--- config.mk ---
export PLATFORM = sky130hd
export DESIGN_NAME = motor_mixer_flat
export DESIGN_NICKNAME = d
export VERILOG_FILES = /design/src/rtl/motor_mixer_pkg.sv /design/src/rtl/motor_mixer_if.sv /design/src/rtl/motor_mixer_mixer_sat.sv /design/src/rtl/motor_mixer.sv /design/src/flat_wrapper.sv
export SDC_FILE = /design/constraint.sdc
export NUM_CORES = 1
export LEC_CHECK = 0
export ABC_AREA = 1
export CORE_MARGIN = 2
export CORE_UTILIZATION = 35
export CTS_BUF_LIST = sky130_fd_sc_hd__clkbuf_8
export CTS_CLUSTER_DIAMETER = 100
export CTS_CLUSTER_SIZE = 30
export DETAILED_ROUTE_END_ITERATION = 8
export GPL_TIMING_DRIVEN = 0
export HOLD_SLACK_MARGIN = 0.1
export SETUP_SLACK_MARGIN = 0.02
export SLEW_MARGIN = 0
export SYNTH_ARGS = -nofsm -noshare
export SYNTH_HDL_FRONTEND = slang
export SYNTH_SLANG_ARGS = --single-unit
export TNS_END_PERCENT = 30
--- constraint.sdc ---
create_clock -name clk -period 8.15 [get_ports clk]
set_input_delay 2.445 -clock clk [delete_from_list [all_inputs] [get_ports clk]]
set_output_delay 2.445 -clock clk [all_outputs]
set_load 0.02 [all_outputs]
--- src/rtl/motor_mixer_pkg.sv ---
// Shared constants and types for the quad-X motor mixer.
package motor_mixer_pkg;

   // Register word indices
   localparam logic [3:0] REG_CTRL     = 4'd0;
   localparam logic [3:0] REG_THROTTLE = 4'd1;
   localparam logic [3:0] REG_ROLL     = 4'd2;
   localparam logic [3:0] REG_PITCH    = 4'd3;
   localparam logic [3:0] REG_YAW      = 4'd4;
   localparam logic [3:0] REG_DUTY0    = 4'd5;
   localparam logic [3:0] REG_DUTY1    = 4'd6;
   localparam logic [3:0] REG_DUTY2    = 4'd7;
   localparam logic [3:0] REG_DUTY3    = 4'd8;
   localparam logic [3:0] REG_STATUS   = 4'd9;

   // Mixer sequencing; CALC states are consecutive so the next one is state+1
   typedef enum logic [2:0] {
      ST_IDLE   = 3'd0,
      ST_LATCH  = 3'd1,
      ST_CALC0  = 3'd2,
      ST_CALC1  = 3'd3,
      ST_CALC2  = 3'd4,
      ST_CALC3  = 3'd5,
      ST_COMMIT = 3'd6
   } mix_state_e;

   // Per-motor negate flags {R, P, Y}; entry k belongs to motor k
   //   m0 = T+R+P-Y, m1 = T-R+P+Y, m2 = T-R-P-Y, m3 = T+R-P+Y
   localparam logic [3:0][2:0] MIX_NEG = {3'b010, 3'b111, 3'b100, 3'b001};

endpackage

--- src/rtl/motor_mixer_if.sv ---
// Wishbone slave bus bundle for the motor mixer register file.
interface motor_mixer_if;
   logic        wb_stb_i;
   logic        wb_cyc_i;
   logic        wb_ack_o;
   logic        wb_we_i;
   logic [31:0] wb_adr_i;
   logic [3:0]  wb_sel_i;
   logic [31:0] wb_dat_i;
   logic [31:0] wb_dat_o;

   modport master (
      output wb_stb_i, wb_cyc_i, wb_we_i, wb_adr_i, wb_sel_i, wb_dat_i,
      input  wb_ack_o, wb_dat_o
   );

   modport slave (
      input  wb_stb_i, wb_cyc_i, wb_we_i, wb_adr_i, wb_sel_i, wb_dat_i,
      output wb_ack_o, wb_dat_o
   );
endinterface

--- src/rtl/motor_mixer_mixer_sat.sv ---
// Combinational signed mix of one motor channel, clamped to the duty range.
module mixer_sat #(
   parameter int unsigned bit_resolution = 8,
   parameter int unsigned cmd_width      = 10
) (
   input  logic [bit_resolution-1:0]  t,
   input  logic signed [cmd_width-1:0] r,
   input  logic signed [cmd_width-1:0] p,
   input  logic signed [cmd_width-1:0] y,
   input  logic [2:0]                  neg,
   output logic [bit_resolution-1:0]   duty,
   output logic                        clamp
);
   localparam int unsigned N  = bit_resolution;
   localparam int unsigned SW = N + 3;
   localparam logic signed [SW-1:0] DMAX = SW'((1 << N) - 1);

   logic signed [SW-1:0] t_x, r_x, p_x, y_x, sum;

   // Throttle is unsigned, commands are two's complement
   always_comb begin
      t_x = $signed(SW'(t));
      r_x = neg[2] ? -SW'(r) : SW'(r);
      p_x = neg[1] ? -SW'(p) : SW'(p);
      y_x = neg[0] ? -SW'(y) : SW'(y);
      sum = t_x + r_x + p_x + y_x;
   end

   // Saturate to [0, 2^N-1] and flag any clamp
   always_comb begin
      duty  = sum[N-1:0];
      clamp = 1'b0;
      if (sum[SW-1]) begin
         duty  = '0;
         clamp = 1'b1;
      end else if (sum > DMAX) begin
         duty  = '1;
         clamp = 1'b1;
      end
   end
endmodule

--- src/rtl/motor_mixer.sv ---
// Wishbone-mapped quad-X mixer feeding the PWM duty inputs.
module motor_mixer
   import motor_mixer_pkg::*;
#(
   parameter int unsigned bit_resolution = 8,
   parameter int unsigned cmd_width      = 10
) (
   input  logic                        clk,
   input  logic                        rst,
   motor_mixer_if.slave                wb,
   output logic [4*bit_resolution-1:0] duty_o,
   output logic                        duty_valid_o,
   output logic                        busy_o
);
   localparam int unsigned N = bit_resolution;
   localparam int unsigned W = cmd_width;

   logic                ack;
   logic [31:0]         dat_q;
   logic                enable, sat, overrun;
   logic [N-1:0]        throttle, sh_t;
   logic signed [W-1:0] roll, pitch, yaw, sh_r, sh_p, sh_y;
   logic [3:0][N-1:0]   stage;
   mix_state_e          state;

   logic        accept, wr, ctrl_wr, stat_wr, start_req, start_ok, abort;
   logic [3:0]  idx;
   logic [1:0]  calc_k;
   logic        calc_en;
   logic [N-1:0] mix_duty;
   logic        mix_clamp;
   logic [31:0] rd_data;
   logic        unused_bus;

   assign unused_bus = ^{wb.wb_sel_i, wb.wb_adr_i, wb.wb_dat_i};

   // Bus decode; a write takes effect on the edge that raises ack
   assign accept    = wb.wb_stb_i & wb.wb_cyc_i & ~ack;
   assign wr        = accept & wb.wb_we_i;
   assign idx       = wb.wb_adr_i[5:2];
   assign ctrl_wr   = wr && (idx == REG_CTRL);
   assign stat_wr   = wr && (idx == REG_STATUS);
   assign start_req = ctrl_wr & wb.wb_dat_i[1] & wb.wb_dat_i[0];
   assign abort     = ctrl_wr & ~wb.wb_dat_i[0];
   assign start_ok  = start_req && (state == ST_IDLE);

   assign wb.wb_ack_o = wb.wb_stb_i & wb.wb_cyc_i & ack;
   assign wb.wb_dat_o = dat_q;

   // Which motor the shared mixer is working on this cycle
   always_comb begin
      calc_k  = 2'd0;
      calc_en = 1'b1;
      case (state)
         ST_CALC0: calc_k = 2'd0;
         ST_CALC1: calc_k = 2'd1;
         ST_CALC2: calc_k = 2'd2;
         ST_CALC3: calc_k = 2'd3;
         default:  calc_en = 1'b0;
      endcase
   end

   mixer_sat #(.bit_resolution(N), .cmd_width(W)) u_mix (
      .t     (sh_t),
      .r     (sh_r),
      .p     (sh_p),
      .y     (sh_y),
      .neg   (MIX_NEG[calc_k]),
      .duty  (mix_duty),
      .clamp (mix_clamp)
   );

   // Register read mux
   always_comb begin
      rd_data = '0;
      case (idx)
         REG_CTRL:     rd_data = {29'd0, busy_o, 1'b0, enable};
         REG_THROTTLE: rd_data = 32'(throttle);
         REG_ROLL:     rd_data = 32'(roll);
         REG_PITCH:    rd_data = 32'(pitch);
         REG_YAW:      rd_data = 32'(yaw);
         REG_DUTY0:    rd_data = 32'(duty_o[0*N +: N]);
         REG_DUTY1:    rd_data = 32'(duty_o[1*N +: N]);
         REG_DUTY2:    rd_data = 32'(duty_o[2*N +: N]);
         REG_DUTY3:    rd_data = 32'(duty_o[3*N +: N]);
         REG_STATUS:   rd_data = {30'd0, overrun, sat};
         default:      rd_data = '0;
      endcase
   end

   // Two-cycle ack handshake and registered read data
   always_ff @(posedge clk or negedge rst) begin
      if (!rst) begin
         ack   <= 1'b0;
         dat_q <= '0;
      end else begin
         ack <= accept;
         if (accept && !wb.wb_we_i) dat_q <= rd_data;
      end
   end

   // Software-visible registers and sticky flags; a new set beats a clear
   always_ff @(posedge clk or negedge rst) begin
      if (!rst) begin
         enable   <= 1'b0;
         throttle <= '0;
         roll     <= '0;
         pitch    <= '0;
         yaw      <= '0;
         sat      <= 1'b0;
         overrun  <= 1'b0;
      end else begin
         if (ctrl_wr) enable <= wb.wb_dat_i[0];
         if (wr && idx == REG_THROTTLE) throttle <= wb.wb_dat_i[N-1:0];
         if (wr && idx == REG_ROLL)     roll     <= wb.wb_dat_i[W-1:0];
         if (wr && idx == REG_PITCH)    pitch    <= wb.wb_dat_i[W-1:0];
         if (wr && idx == REG_YAW)      yaw      <= wb.wb_dat_i[W-1:0];
         sat     <= (sat & ~(stat_wr & wb.wb_dat_i[0]))
                  | (calc_en & mix_clamp & ~abort);
         overrun <= (overrun & ~(stat_wr & wb.wb_dat_i[1]))
                  | (start_req & (state != ST_IDLE));
      end
   end

   // Mixer sequencer: latch, four calc steps, commit; disable aborts at once
   always_ff @(posedge clk or negedge rst) begin
      if (!rst) begin
         state        <= ST_IDLE;
         sh_t         <= '0;
         sh_r         <= '0;
         sh_p         <= '0;
         sh_y         <= '0;
         stage        <= '0;
         duty_o       <= '0;
         duty_valid_o <= 1'b0;
         busy_o       <= 1'b0;
      end else begin
         duty_valid_o <= 1'b0;
         if (abort) begin
            state  <= ST_IDLE;
            stage  <= '0;
            duty_o <= '0;
            busy_o <= 1'b0;
         end else begin
            case (state)
               ST_IDLE: begin
                  if (start_ok) begin
                     state  <= ST_LATCH;
                     busy_o <= 1'b1;
                  end
               end
               ST_LATCH: begin
                  sh_t  <= throttle;
                  sh_r  <= roll;
                  sh_p  <= pitch;
                  sh_y  <= yaw;
                  state <= ST_CALC0;
               end
               ST_CALC0, ST_CALC1, ST_CALC2, ST_CALC3: begin
                  stage[calc_k] <= mix_duty;
                  state         <= mix_state_e'(state + 3'd1);
               end
               ST_COMMIT: begin
                  duty_o       <= stage;
                  duty_valid_o <= 1'b1;
                  busy_o       <= 1'b0;
                  state        <= ST_IDLE;
               end
               default: begin
                  state  <= ST_IDLE;
                  busy_o <= 1'b0;
               end
            endcase
         end
      end
   end
endmodule

--- src/flat_wrapper.sv ---
// flat-port wrapper written by rule: the top's interface ports become plain ports
module motor_mixer_flat import motor_mixer_pkg::*;
#(
   parameter int unsigned bit_resolution = 8,
   parameter int unsigned cmd_width      = 10
)
  (clk, rst, duty_o, duty_valid_o, busy_o, wb_wb_stb_i, wb_wb_cyc_i, wb_wb_we_i, wb_wb_adr_i, wb_wb_sel_i, wb_wb_dat_i, wb_wb_ack_o, wb_wb_dat_o);
  motor_mixer_if wb_i ();
  input  logic clk;
  input  logic rst;
  output logic [4*bit_resolution-1:0] duty_o;
  output logic duty_valid_o;
  output logic busy_o;
  input wire logic [$bits(wb_i.wb_stb_i)-1:0] wb_wb_stb_i;
  input wire logic [$bits(wb_i.wb_cyc_i)-1:0] wb_wb_cyc_i;
  input wire logic [$bits(wb_i.wb_we_i)-1:0] wb_wb_we_i;
  input wire logic [$bits(wb_i.wb_adr_i)-1:0] wb_wb_adr_i;
  input wire logic [$bits(wb_i.wb_sel_i)-1:0] wb_wb_sel_i;
  input wire logic [$bits(wb_i.wb_dat_i)-1:0] wb_wb_dat_i;
  output wire logic [$bits(wb_i.wb_ack_o)-1:0] wb_wb_ack_o;
  output wire logic [$bits(wb_i.wb_dat_o)-1:0] wb_wb_dat_o;
  assign wb_i.wb_stb_i = wb_wb_stb_i;
  assign wb_i.wb_cyc_i = wb_wb_cyc_i;
  assign wb_i.wb_we_i = wb_wb_we_i;
  assign wb_i.wb_adr_i = wb_wb_adr_i;
  assign wb_i.wb_sel_i = wb_wb_sel_i;
  assign wb_i.wb_dat_i = wb_wb_dat_i;
  assign wb_wb_ack_o = wb_i.wb_ack_o;
  assign wb_wb_dat_o = wb_i.wb_dat_o;
  motor_mixer #(.bit_resolution(bit_resolution), .cmd_width(cmd_width)) u_core (.clk(clk), .rst(rst), .wb(wb_i), .duty_o(duty_o), .duty_valid_o(duty_valid_o), .busy_o(busy_o));
endmodule
==> run_results.csv <==
group,metric,value,unit
setup_path,worstSetupEndpointType,"output pin",
hold_path,whs_endpoint,"u_core.duty_o[9]",
timing,hold_viol_final,0,
synth,syn_inst,1014,
setup_path,start_kind,"input port",
layout,syn2layout_area_growth,20.0,%
clock_network,h-tree-depth,4,
clock_network,clk_pin_slew,0.08,ns
setup_path,timing.rr.start,"u_core.state[1]",
synth,synth_commonest_cells,"265 x nand2_1, 159 x dfrtp_1, 148 x inv_1",
placement,gp_congestion,0.913,
detailed_routing,drc,0,
timing,fin_crit_sh,0.750,
hold_path,hold_depth,2,
placement,dp.cells,1419,
synth,synth_edf_count,0,
global_routing,grt_pass1_vias,6916,
setup_path,path_class,"in -> out",
timing,slew_violations,0,
clock_network,cts_buffer_depth,2,
clock_network,cts_setup_buffers,0,
detailed_routing,wl_per_cell,17.0,µm
layout,drive_gt1_frac,0.0830,
clock_network,cts_made_buffers,17,
die,die-width,160,µm
global_routing,grt_pass1_wl,39500,µm
synth,ys_warn_count,0,
clock_network,cts.sinks,159,
status,status,"complete, no violations",
synth,synth_top_area_frac,0.469,
die,initial_core_util,0.359,
setup_path,r2r_setup_slack,2.42,ns
setup_path,cp_max_fo,2,
setup_path,arrival,3.67,ns
layout,fin_cells,1451,
synth,seq_area_frac_synth,0.469,
hold_path,hp-class,"reg -> reg",
layout,stdcell_area,0.0102,mm²
timing,setup_slack,2.04,ns
detailed_routing,firstDrtPassIters,5,
synth,synth.area.top_cells,"dfrtp_1 47%, nand2_1 12%, o21ai_0 6.6%",
clock_network,clkLatencyLatePin,0.47,ns
detailed_routing,dr.first_iter.drc_count,579,
layout,num_antenna_cells,0,
synth,synth-seq-cells,159,
synth,yosysMostFrequentCell,"nand2_1",
detailed_routing,wl,24700,µm
global_routing,antenna_found_initial,0,
detailed_routing,num_vias,7090,
run,drv_cap,0,
clock_network,ctsRootBufferMaster,"clkbuf_8",
synth,syn_area,0.00848,mm²
timing,clock_skew,0.0167,ns
clock_network,post_cts_resized,0,
die,die_h,160,µm
setup_path,rr_endpoint,"u_core.stage[29]",
detailed_routing,avgViaCountPerCell,4.89,
die,dieArea,0.0255,mm²
timing,rsz0062_at_grt,"no",
layout,finalNetCount,1232,
placement,port_buffers,85,
die,io_pins,140,
timing,fin_crit,6.11,ns
die,rows,56,
synth,syn_nets,1127,
synth,yosys.area.top_type,"dfrtp_1",
synth,async_reset_ff_frac,1.00,
global_routing,grt_overflow,0,
placement,hpwl,19300,µm
die,core,0.0236,mm²
synth,synth-main-ff-cell,"dfrtp_1",
timing,worst_slew_pin_slew,0.904,ns
timing,maxClockFrequency,164,MHz
clock_network,hold_buffers,0,
detailed_routing,antenna_left,0,
setup_path,required,5.71,ns
placement,detailed_place.area,0.00976,mm²
timing,slew_headroom,0.397,
timing,setup_viol,0,
placement,post-place-ws,2.04,ns
synth,synth_cell_types,42,
timing,fin_hold_ws,0.484,ns
synth,postSynthAreaPerCell,8.36,µm²
global_routing,track_usage,0.201,
clock_network,tritoncts,"done",
global_routing,grt_max_degree,98,
hold_path,hold_start,"u_core.stage[9]",
setup_path,ff2ff_path_depth,24,
-- cells by family (layout without fill, tap and decap cells) --
| logic type | Yosys count | after routing | share of synthesized area |
|---|---|---|---|
| AO/OA/AOI/OAI | 188 | 188 | 0.121 |
| XOR/XNOR | 29 | 29 | 0.0300 |
| buffers and inverters | 201 | 319 | 0.104 |
| flip-flops | 159 | 159 | 0.469 |
| adder cells (fa/ha/maj) | 40 | 40 | 0.0750 |
| AND/OR/NAND/NOR | 392 | 392 | 0.194 |
| multiplexers | 5 | 5 | 0.00664 |
-- cell type report --
class	count	area (µm²)
Clock inverter	14	165
Multi-Input combinational cell	654	3620
Clock buffer	18	248
Timing Repair Buffer	86	883
Tap cell	319	399
Buffer	47	304
Fill cell	2414	13400
Sequential cell	159	3980
Inverter	154	578
-- worst max-delay path by stage --
stage                                  to         from  slack, ns
final                         wb_wb_ack_o  wb_wb_stb_i       2.04
after detailed placement      wb_wb_ack_o  wb_wb_stb_i       2.04
after global routing          wb_wb_ack_o  wb_wb_stb_i       1.95
after global placement    u_core.pitch[7]          rst      -2.10
after floorplan               wb_wb_ack_o  wb_wb_stb_i       2.94
after CTS                     wb_wb_ack_o  wb_wb_stb_i       2.03
-- stage by stage --
stage               setup TNS [ns]  utilization
floorplan                        0            -
global placement           -332.42        0.412
detailed placement               0        0.413
CTS                              0        0.431
global route                     0        0.431
finish                           0        0.431
-- state kept, by name, summed over array words and instances, names as in the netlist, 3 cells and up --
name	count
u_core.duty_o	32
u_core.stage	32
u_core.pitch	10
u_core.roll	10
u_core.sh_p	10
u_core.sh_r	10
u_core.sh_y	10
u_core.wb.wb_dat_o	10
u_core.yaw	10
u_core.sh_t	8
u_core.throttle	8
u_core.state	3
-- layout by cell type (no fill, tap or decap), types with 23 or more instances in the layout --
master           count
dfrtp_1            159
buf_4               24
xor2_1              23
o21ai_0            112
a21oi_1             34
nand3_1             54
nor2_1              45
nand2_1            265
inv_1              150
clkdlybuf4s50_1     84
-- critical path, cell delays in order --
cell             delay (ns)
clkdlybuf4s50_1        0.48
nand2_1                0.05
nor2_1                 0.08
clkdlybuf4s50_1        0.61
-- metal layers --
| metal | share of wire | track usage | up-vias | routed length [µm] |
|---|---|---|---|---|
| li1 | - | - | 3432 | - |
| met1 | 0.46 | 0.281 | 3406 | 11400 |
| met2 | 0.45 | 0.314 | 221 | 11200 |
| met3 | 0.060 | 0.0343 | 31 | 1490 |
| met4 | 0.023 | 0.0702 | 0 | 567 |
| met5 | 0 | 0 | - | 0 |
Power is left out: the tool's default activity adds up to more than one toggle a clock period on the data nets, which glitch-free logic cannot reach.
